==> config.mk <==
export PLATFORM = sky130hd
export DESIGN_NAME = fc_mac_array
export DESIGN_NICKNAME = d
export VERILOG_FILES = /design/src/rtl/fc_pkg.sv /design/src/rtl/fc_mac_lane.sv /design/src/rtl/fc_mac_array.sv
export SDC_FILE = /design/constraint.sdc
export NUM_CORES = 1
export LEC_CHECK = 0
export CORE_UTILIZATION = 35
export CTS_CLUSTER_DIAMETER = 50
export DETAILED_ROUTE_END_ITERATION = 10
export PLACE_DENSITY = 0.55
export SYNTH_ARGS = -nofsm -noshare
export SYNTH_HDL_FRONTEND = slang
export SYNTH_SLANG_ARGS = --single-unit
==> constraint.sdc <==
create_clock -name clk -period 6.6 [get_ports clk]
set_input_delay 0.99 -clock clk [delete_from_list [all_inputs] [get_ports clk]]
set_output_delay 0.99 -clock clk [all_outputs]
set_load 0.005 [all_outputs]
==> src/rtl/fc_pkg.sv <==
// Shared definitions for the fully-connected MAC array: FSM encoding and
// default parameter values used by the top and the lane sub-module.
package fc_pkg;

    localparam int DEF_IN_DATA_WIDTH = 8;
    localparam int DEF_NUM_LANES     = 4;
    localparam int DEF_ACC_WIDTH     = 32;
    localparam int DEF_OUT_WIDTH     = 16;
    localparam int DEF_LEN_WIDTH     = 10;
    localparam bit DEF_RELU_EN       = 1'b1;

    typedef enum logic [1:0] {
        ST_IDLE  = 2'd0,
        ST_ACCUM = 2'd1,
        ST_OUT   = 2'd2
    } fc_state_t;

endpackage

==> src/rtl/fc_mac_lane.sv <==
// One output neuron: signed multiply-accumulate with bias preload, followed by
// optional ReLU and saturation into a registered result.
module fc_mac_lane
    import fc_pkg::*;
#(
    parameter int IN_DATA_WIDTH = DEF_IN_DATA_WIDTH,
    parameter int ACC_WIDTH     = DEF_ACC_WIDTH,
    parameter int OUT_WIDTH     = DEF_OUT_WIDTH,
    parameter bit RELU_EN       = DEF_RELU_EN
) (
    input  logic                        clk,
    input  logic                        reset,
    input  logic                        load,
    input  logic                        acc_en,
    input  logic                        capture,
    input  logic signed [IN_DATA_WIDTH-1:0] bias,
    input  logic signed [IN_DATA_WIDTH-1:0] node,
    input  logic signed [IN_DATA_WIDTH-1:0] wegt,
    output logic signed [OUT_WIDTH-1:0]     result
);

    localparam int PW = 2 * IN_DATA_WIDTH;

    localparam logic signed [ACC_WIDTH-1:0] SAT_MAX =
        {{(ACC_WIDTH-OUT_WIDTH+1){1'b0}}, {(OUT_WIDTH-1){1'b1}}};
    localparam logic signed [ACC_WIDTH-1:0] SAT_MIN =
        {{(ACC_WIDTH-OUT_WIDTH+1){1'b1}}, {(OUT_WIDTH-1){1'b0}}};

    logic signed [ACC_WIDTH-1:0] acc;
    logic signed [ACC_WIDTH-1:0] acc_next;
    logic signed [ACC_WIDTH-1:0] relu_val;
    logic signed [PW-1:0]        prod;
    logic signed [OUT_WIDTH-1:0] sat_val;

    // Post-processing works on acc_next so the result is ready on the same
    // edge that absorbs the final beat (or the bias, for zero-length jobs).
    always_comb begin
        prod = PW'(node) * PW'(wegt);
        if (load)
            acc_next = {{(ACC_WIDTH-IN_DATA_WIDTH){bias[IN_DATA_WIDTH-1]}}, bias};
        else if (acc_en)
            acc_next = acc + {{(ACC_WIDTH-PW){prod[PW-1]}}, prod};
        else
            acc_next = acc;

        if (RELU_EN && acc_next[ACC_WIDTH-1])
            relu_val = '0;
        else
            relu_val = acc_next;

        if (relu_val > SAT_MAX)
            sat_val = SAT_MAX[OUT_WIDTH-1:0];
        else if (relu_val < SAT_MIN)
            sat_val = SAT_MIN[OUT_WIDTH-1:0];
        else
            sat_val = relu_val[OUT_WIDTH-1:0];
    end

    always_ff @(posedge clk or posedge reset) begin
        if (reset) begin
            acc    <= '0;
            result <= '0;
        end else begin
            acc <= acc_next;
            if (capture)
                result <= sat_val;
        end
    end

endmodule

==> src/rtl/fc_mac_array.sv <==
// Fully-connected layer slice: NUM_LANES neurons share a streamed input vector,
// each with its own weight stream and bias; results leave via valid/ready.
module fc_mac_array
    import fc_pkg::*;
#(
    parameter int IN_DATA_WIDTH = DEF_IN_DATA_WIDTH,
    parameter int NUM_LANES     = DEF_NUM_LANES,
    parameter int ACC_WIDTH     = DEF_ACC_WIDTH,
    parameter int OUT_WIDTH     = DEF_OUT_WIDTH,
    parameter int LEN_WIDTH     = DEF_LEN_WIDTH,
    parameter bit RELU_EN       = DEF_RELU_EN
) (
    input  logic                               clk,
    input  logic                               reset,
    input  logic                               i_run,
    input  logic [LEN_WIDTH-1:0]               i_len,
    input  logic [NUM_LANES*IN_DATA_WIDTH-1:0] i_bias,
    input  logic                               i_valid,
    output logic                               o_ready,
    input  logic [IN_DATA_WIDTH-1:0]           i_node,
    input  logic [NUM_LANES*IN_DATA_WIDTH-1:0] i_wegt,
    output logic                               o_valid,
    input  logic                               i_ready,
    output logic [NUM_LANES*OUT_WIDTH-1:0]     o_result,
    output logic                               o_busy,
    output logic                               o_done
);

    // A full-length job of worst-case products must not wrap the accumulator.
    if (ACC_WIDTH < 2*IN_DATA_WIDTH + LEN_WIDTH) begin : g_bad_acc_width
        $error("fc_mac_array: ACC_WIDTH too small for IN_DATA_WIDTH and LEN_WIDTH");
    end

    fc_state_t            state;
    logic [LEN_WIDTH-1:0] len_q;
    logic [LEN_WIDTH-1:0] beat_cnt;
    logic                 start;
    logic                 beat;
    logic                 last_beat;
    logic                 capture;

    assign start     = (state == ST_IDLE) && i_run;
    assign beat      = (state == ST_ACCUM) && i_valid;
    assign last_beat = beat && (LEN_WIDTH'(beat_cnt + 1'b1) == len_q);
    assign capture   = (start && (i_len == '0)) || last_beat;

    assign o_ready = (state == ST_ACCUM);
    assign o_valid = (state == ST_OUT);
    assign o_busy  = (state != ST_IDLE);

    always_ff @(posedge clk or posedge reset) begin
        if (reset) begin
            state    <= ST_IDLE;
            len_q    <= '0;
            beat_cnt <= '0;
            o_done   <= 1'b0;
        end else begin
            o_done <= 1'b0;
            case (state)
                ST_IDLE: begin
                    if (i_run) begin
                        len_q    <= i_len;
                        beat_cnt <= '0;
                        state    <= (i_len != '0) ? ST_ACCUM : ST_OUT;
                    end
                end
                ST_ACCUM: begin
                    if (beat) begin
                        beat_cnt <= beat_cnt + 1'b1;
                        if (last_beat)
                            state <= ST_OUT;
                    end
                end
                ST_OUT: begin
                    if (i_ready) begin
                        state  <= ST_IDLE;
                        o_done <= 1'b1;
                    end
                end
                default: state <= ST_IDLE;
            endcase
        end
    end

    for (genvar k = 0; k < NUM_LANES; k++) begin : g_lane
        fc_mac_lane #(
            .IN_DATA_WIDTH(IN_DATA_WIDTH),
            .ACC_WIDTH    (ACC_WIDTH),
            .OUT_WIDTH    (OUT_WIDTH),
            .RELU_EN      (RELU_EN)
        ) u_lane (
            .clk    (clk),
            .reset  (reset),
            .load   (start),
            .acc_en (beat),
            .capture(capture),
            .bias   (i_bias[k*IN_DATA_WIDTH +: IN_DATA_WIDTH]),
            .node   (i_node),
            .wegt   (i_wegt[k*IN_DATA_WIDTH +: IN_DATA_WIDTH]),
            .result (o_result[k*OUT_WIDTH +: OUT_WIDTH])
        );
    end

endmodule

Word-level counts from Yosys, hierarchy flattened

Index checks and enable logic that the tools add are counted.

RAM bits: 0
Output and inout bits: 68
Input port bits: 87
Register bits: 215
Memories kept: 0
Memory bits (read-only): 0
Bits in latches: 0

Reductions and logical operators: 13
Shifts and indexed selects: 0
Add/sub/neg operators: 5
Multiply operators: 4
Equal/unequal tests: 7
Magnitude comparators: 8
Multiplexer cells: 31
Bitwise gates (word level): 0
Divide/modulo/power cells: 0

Operator list:

| cell                                                          | count |
|---|---|
| 2-to-1 mux 32 bit                                             | 8 |
| adder 32 bit                                                  | 4 |
| less-than comparator 32 x 16 -> 1 bit (second input constant) | 4 |
| 2-to-1 mux 16 bit                                             | 8 |
| > comparator 31 x 15 -> 1 bit (second input constant)         | 4 |
| 2-to-1 mux 31 bit                                             | 4 |
| multiplier 8 x 8 -> 16 bit                                    | 4 |
| 2-to-1 mux 10 bit                                             | 2 |
| one-hot mux 10 bit (2 select lines)                           | 1 |
| adder 10 x 1 -> 10 bit (second input constant)                | 1 |
| == test 10 bit                                                | 1 |
| logical NOT 10 bit                                            | 1 |
| 2-to-1 mux 2 bit                                              | 5 |
| nonzero test 10 bit                                           | 1 |
| != test 2 x 1 -> 1 bit (second input constant)                | 3 |
| one-hot mux 2 bit (3 select lines)                            | 1 |
| logical AND 1 bit                                             | 4 |
| AND reduction 4 bit                                           | 1 |
| nonzero test 2 bit                                            | 2 |
| AND reduction 3 bit                                           | 1 |
| == test 2 x 1 -> 1 bit (second input constant)                | 1 |
| == test 2 bit (second input constant)                         | 1 |
| logical NOT 2 bit                                             | 1 |
| 2-to-1 mux 1 bit                                              | 2 |
| 3 further kinds                                               | 3 |

Logic depth before layout (Yosys ltp)

Depth in word-level cells: 8
Gate-level depth with buffers: 35
Mapped depth without buffers: 32

Cells and area by module

From an unflattened synthesis, not the netlist that was laid out.

Cells, all modules: 3,221
Area total of the unflattened synthesis: 27,302.4 sq um

By module, submodules not included:

| module                          | cells an instance | area each (sq um) | sequential area each (sq um) | times used |
|---|---|---|---|---|
| fc_mac_lane at g_lane[3].u_lane | 800               | 6,700.2           | 1,201.2                      | 1 |
| fc_mac_lane at g_lane[2].u_lane | 786               | 6,517.5           | 1,201.2                      | 1 |
| fc_mac_lane at g_lane[0].u_lane | 757               | 6,513.7           | 1,201.2                      | 1 |
| fc_mac_lane at g_lane[1].u_lane | 747               | 6,293.5           | 1,201.2                      | 1 |
| fc_mac_array                    | 131               | 1,277.5           | 575.6                        | 1 |

Least setup slack after synthesis

No wires, ideal clock.

Kind: input to register
Start: in i_node[7]
End: reg g_lane[2].u_lane.result[0]
Path buffers: 4
Stages: 32
Slack: -2,318 ps
Arrival: 8,796 ps
Data required time: 6,478 ps
Path through: clkbuf_1 -> and2_1 -> fa_1 -> inv_1 -> fa_1 -> inv_1 -> fa_1 -> inv_1 -> fa_1 -> inv_1 -> ha_1 -> nand3_1 -> nor4_1 -> o31a_1 -> o21ai_0 -> nand2b_1 -> xnor2_1 -> ha_1 -> clkbuf_1 -> a21oi_2 -> o21ai_0 -> a21oi_1 -> o22ai_1 -> or2_2 -> a311o_1 -> a32oi_1 -> o211ai_1 -> or4_1 -> buf_2 -> buf_2 -> o22ai_1 -> nor2_1

Longest elaborated chain between the ends: 8
Elaborated cells between the ends (all ways): 9
Those cells by class: add/sub: 1; mul: 1; order compare: 2; mux: 5

Ends and longest elaborated chain:

| element                               | line               | source |
|---|---|---|
| start: declaration                    | fc_mac_array.sv:20 | `input logic [IN_DATA_WIDTH-1:0] i_node,` |
| multiplier 8 x 8 -> 16 bit *          | fc_mac_lane.sv:38  | `prod = PW'(node) * PW'(wegt);` |
| adder 32 bit *                        | fc_mac_lane.sv:42  | `acc_next = acc + {{(ACC_WIDTH-PW){prod[PW-1]}}, prod};` |
| 2-to-1 mux 32 bit *                   | fc_mac_lane.sv:41  | `else if (acc_en)` |
| 2-to-1 mux 32 bit *                   | fc_mac_lane.sv:39  | `if (load)` |
| 2-to-1 mux 31 bit *                   | fc_mac_lane.sv:46  | `if (RELU_EN && acc_next[ACC_WIDTH-1])` |
| less-than comparator 32 x 16 -> 1 bit | fc_mac_lane.sv:53  | `else if (relu_val < SAT_MIN)` |
| 2-to-1 mux 16 bit                     | fc_mac_lane.sv:53  |  |
| 2-to-1 mux 16 bit *                   | fc_mac_lane.sv:51  | `if (relu_val > SAT_MAX)` |
| end signal: assignment                | fc_mac_lane.sv:66  | `result <= sat_val;` |
| end: declaration                      | fc_mac_lane.sv:19  | `output logic signed [OUT_WIDTH-1:0] result` |

Mark *: on every way between the ends. The rest lies on a longest branch, timed or not.
A chain may end at the register's enable or synchronous reset.

Worst setup path in the final report

Start: in i_node[7]
End: reg g_lane[2].u_lane.result[4]

Same word-level chain as after synthesis.

==> results by group <==
Run status
  • Outcome: finished, violations left
  • Violated checks: negative setup slack

Yosys
  • Post-synthesis simple-gate area fraction: 0.1861
  • Dominant cells by area after synthesis: sky130_fd_sc_hd__dfrtp_1, sky130_fd_sc_hd__fa_1, sky130_fd_sc_hd__ha_1, sky130_fd_sc_hd__inv_1, sky130_fd_sc_hd__nand2_1
  • Number of flops mapped to enable cells by yosys: 0
  • Synthesized Nets: 3,641
  • Mux cell area share after synthesis: 0.004873
  • Async S/R FF share, synth: 1.000
  • Distinct cells, synth: 87
  • Proportion of synthesized chip area in sequential cells: 0.2054
  • Flop and latch count out of synthesis: 215
  • Proportion of netlist area held by the largest area contributor: 0.2054
  • Cell taking the most area after synthesis: sky130_fd_sc_hd__dfrtp_1
  • Cell count after synthesis: 3,085
  • Main synth FF type: sky130_fd_sc_hd__dfrtp_1
  • Parity-gate share of the synthesized area counting xor and xnor cells: 0.05584
  • Arithmetic-cell share of the synthesized area counting full adders, half adders and majority gates: 0.2883
  • Synthesized area per cell: 8.490 um2
  • Main combinational cell family by area after synthesis: adder cells
  • Warnings, synthesis: 0
  • Area fraction in compound gates after synthesis: 0.1854
  • Post-Syn Area: 0.02619 mm2

Drt
  • Via count: 25,249
  • Avg WL per Cell: 17.30 um
  • Drt first-iter violations: 1,329
  • Antenna-violating nets left: 0
  • Number of detailed-routing iterations run before antenna repair: 5
  • Post-Route WL: 85.72 mm
  • Post-detailed-route DRC marker count: 0
  • Vias per cell: 5.097

STA
  • Setup clock skew after layout: 0.03375 ns
  • Final setup violating endpoints: 88
  • RSZ-0062 raised after global routing: true
  • Max Fclk: 127.9 MHz
  • Number of hold-slack violations in the final timing report: 0
  • Number of pins exceeding their max-slew limit in the final report: 0
  • Share of the clock period used by the worst path: 1.185
  • Slew at the pin with the worst max-slew slack: 1.227 ns
  • Final min period: 7.820 ns
  • Worst rel slew slack: 0.1791
  • Post-route setup slack: -1.220 ns
  • Setup TNS: -65.64 ns

Worst setup path
  • Data required time at the worst endpoint: 7.05 ns
  • Crit Path Category: input port to register
  • Highest fanout seen on the critical path: 8
  • Standard cell with the maximum stage delay on the critical path: sky130_fd_sc_hd__or4_4
  • Launching point of the worst reg2reg path: g_lane[0].u_lane.acc[0]$_DFF_PP0_
  • Worst Setup SP: i_node[7]
  • Worst path bufs/invs: 10
  • Crit path capture type: register
  • Delay of the slowest critical-path stage: 0.61 ns
  • Arr. time, crit path: 8.27 ns
  • CP startpoint kind: input port
  • Gate family responsible for the most delay along the worst path: adder cells

Die
  • Total die area: 0.07593 mm2
  • Initial cell density of the core: 0.3566
  • Area of the core: 0.07345 mm2
  • Die Span X: 275.6 um
  • Row Count: 99
  • Chip height: 275.6 um
  • Top-level I/O count: 155

GRT
  • Antenna violations before repair: 0
  • First-pass GRT wire length: 136.5 mm
  • Vias in the first global route: 26,158
  • Pin count of the biggest net entering global routing: 98
  • Grt total ovfl: 0
  • GRT Util Overall: 0.2257

Placement
  • Half-perimeter wire length of the detailed placement result: 63.95 mm
  • Post-placement setup slack: -2.220 ns
  • Port bufs: 154
  • Routability congestion estimate: 0.8856

Clocking
  • TritonCTS clock tree: built
  • Sinks on the clock net: 215
  • Post-CTS clock slew at the launch and capture registers of the worst setup and hold paths: 0.06 ns
  • Skew-Pair Late Insertion Delay: 0.59 ns
  • Bufs on Longest Clock Path: 3
  • Root buffer selected by CTS: sky130_fd_sc_hd__clkbuf_16
  • # H-tree levels: 2
  • Number of buffers created by CTS: 42

Layout
  • Top library cells by usage in the layout, fill and taps aside: sky130_fd_sc_hd__buf_4, sky130_fd_sc_hd__inv_1, sky130_fd_sc_hd__nand2_1, sky130_fd_sc_hd__dfrtp_1, sky130_fd_sc_hd__fa_1
  • Share of layout cells above drive strength 1: 0.3395
  • Most frequent standard cell in the layout excluding fill and tap cells: sky130_fd_sc_hd__buf_4
  • Area grow syn2layout: 49.57%
  • Net count reported at finish: 4,519

Worst hold path
  • Min-Delay Path Class: register to register
  • Worst min-delay path startpoint: g_lane[0].u_lane.result[15]$_DFFE_PP0P_

Run
  • Maxcap violations: 0
[registers in the layout (all words and copies together) (netlist names)]
signal                count
o_done                    1
g_lane.u_lane.acc       128
state                     2
beat_cnt                 10
len_q                    10
g_lane.u_lane.result     64
[final cells by class]
type / instances / area [um2]
diodes: 1 / 2.502
clock buffers: 50 / 1111
clock inverters: 25 / 344.1
fillers: 6797 / 34280
inverters: 404 / 1520
multi-input cells: 2359 / 21540
flip-flops and latches: 215 / 5380
well taps: 959 / 1200
repair buffers: 941 / 8078
[routing by layer]
layer / routed length, um / GRT usage
met1: 37460 / 0.2896
met2: 42850 / 0.3945
met3: 2945 / 0.02540
met4: 2457 / 0.07124
met5: 0 / 0
[cells in the mapped netlist, types with 10 or more instances]
| cell type | n |
|---|---|
| sky130_fd_sc_hd__a211o_1 | 13 |
| sky130_fd_sc_hd__a211oi_1 | 29 |
| sky130_fd_sc_hd__a21o_1 | 69 |
| sky130_fd_sc_hd__a21oi_1 | 196 |
| sky130_fd_sc_hd__a221o_1 | 10 |
| sky130_fd_sc_hd__a22oi_1 | 41 |
| sky130_fd_sc_hd__a31oi_1 | 28 |
| sky130_fd_sc_hd__and2_1 | 199 |
| sky130_fd_sc_hd__and3_1 | 29 |
| sky130_fd_sc_hd__buf_1 | 18 |
| sky130_fd_sc_hd__clkbuf_1 | 84 |
| sky130_fd_sc_hd__dfrtp_1 | 215 |
| sky130_fd_sc_hd__fa_1 | 224 |
| sky130_fd_sc_hd__ha_1 | 245 |
| sky130_fd_sc_hd__inv_1 | 404 |
| sky130_fd_sc_hd__nand2_1 | 333 |
| sky130_fd_sc_hd__nand2b_1 | 30 |
| sky130_fd_sc_hd__nand3_1 | 51 |
| sky130_fd_sc_hd__nand4_1 | 29 |
| sky130_fd_sc_hd__nor2_1 | 146 |
| sky130_fd_sc_hd__nor2b_1 | 33 |
| sky130_fd_sc_hd__nor3_1 | 52 |
| sky130_fd_sc_hd__nor4_1 | 12 |
| sky130_fd_sc_hd__o211a_1 | 17 |
| sky130_fd_sc_hd__o211ai_1 | 28 |
| sky130_fd_sc_hd__o21a_1 | 20 |
| sky130_fd_sc_hd__o21ai_0 | 136 |
| sky130_fd_sc_hd__o21bai_1 | 17 |
| sky130_fd_sc_hd__o22ai_1 | 22 |
| sky130_fd_sc_hd__or2_2 | 13 |
| sky130_fd_sc_hd__or3_1 | 24 |
| sky130_fd_sc_hd__xnor2_1 | 115 |
| sky130_fd_sc_hd__xor2_1 | 52 |
[metrics by stage]
stage / area (um2) / std cells / utilization / hold slack, ns
after floorplan: 27100 / 3085 / - / 0.4591
after global placement: 34460 / 4757 / 0.4691 / 0.4721
after detailed placement: 34460 / 4757 / 0.4691 / 0.4749
after CTS: 38050 / 4928 / 0.5181 / 0.4879
after global routing: 39170 / 4953 / 0.5333 / 0.5187
final: 39180 / 4954 / 0.5333 / 0.4846
[kinds of logic after synthesis]
kind of cell / after synthesis
AND/OR/NAND/NOR: 978
adder cells (fa/ha/maj): 469
XOR/XNOR: 167
flip-flops: 215
AO/OA/AOI/OAI: 731
multiplexers: 12
buffers and inverters: 513
[what timing repair did]
item / 4_1_cts / 5_1_grt
hold buffers: 0 / 0
setup endpoints to repair: 129 / 126
buffers inserted: 86 / 39
resized for setup: 344 / 255
cloned: 11 / 1
pin swaps: 146 / 187
[path summary, 6_finish.rpt]
path | end | slack, ns | cells after the start
setup / recovery | g_lane[2].u_lane.result[4]$_DFFE_PP0P_ | -1.22 | 35
hold / removal | g_lane[0].u_lane.result[15]$_DFFE_PP0P_ | 0.48 | 1
setup reg to reg | g_lane[0].u_lane.result[14]$_DFFE_PP0P_ | 2.36 | 16
hold reg to reg | g_lane[0].u_lane.result[15]$_DFFE_PP0P_ | 0.48 | 1
max in group asynchronous | g_lane[0].u_lane.acc[9]$_DFF_PP0_ | 4.23 | 4
min in group asynchronous | len_q[2]$_DFFE_PP0P_ | 0.74 | 2
Power is not shown: default switching activity piles up to over one toggle a cycle in this logic, so the estimate is an artifact.
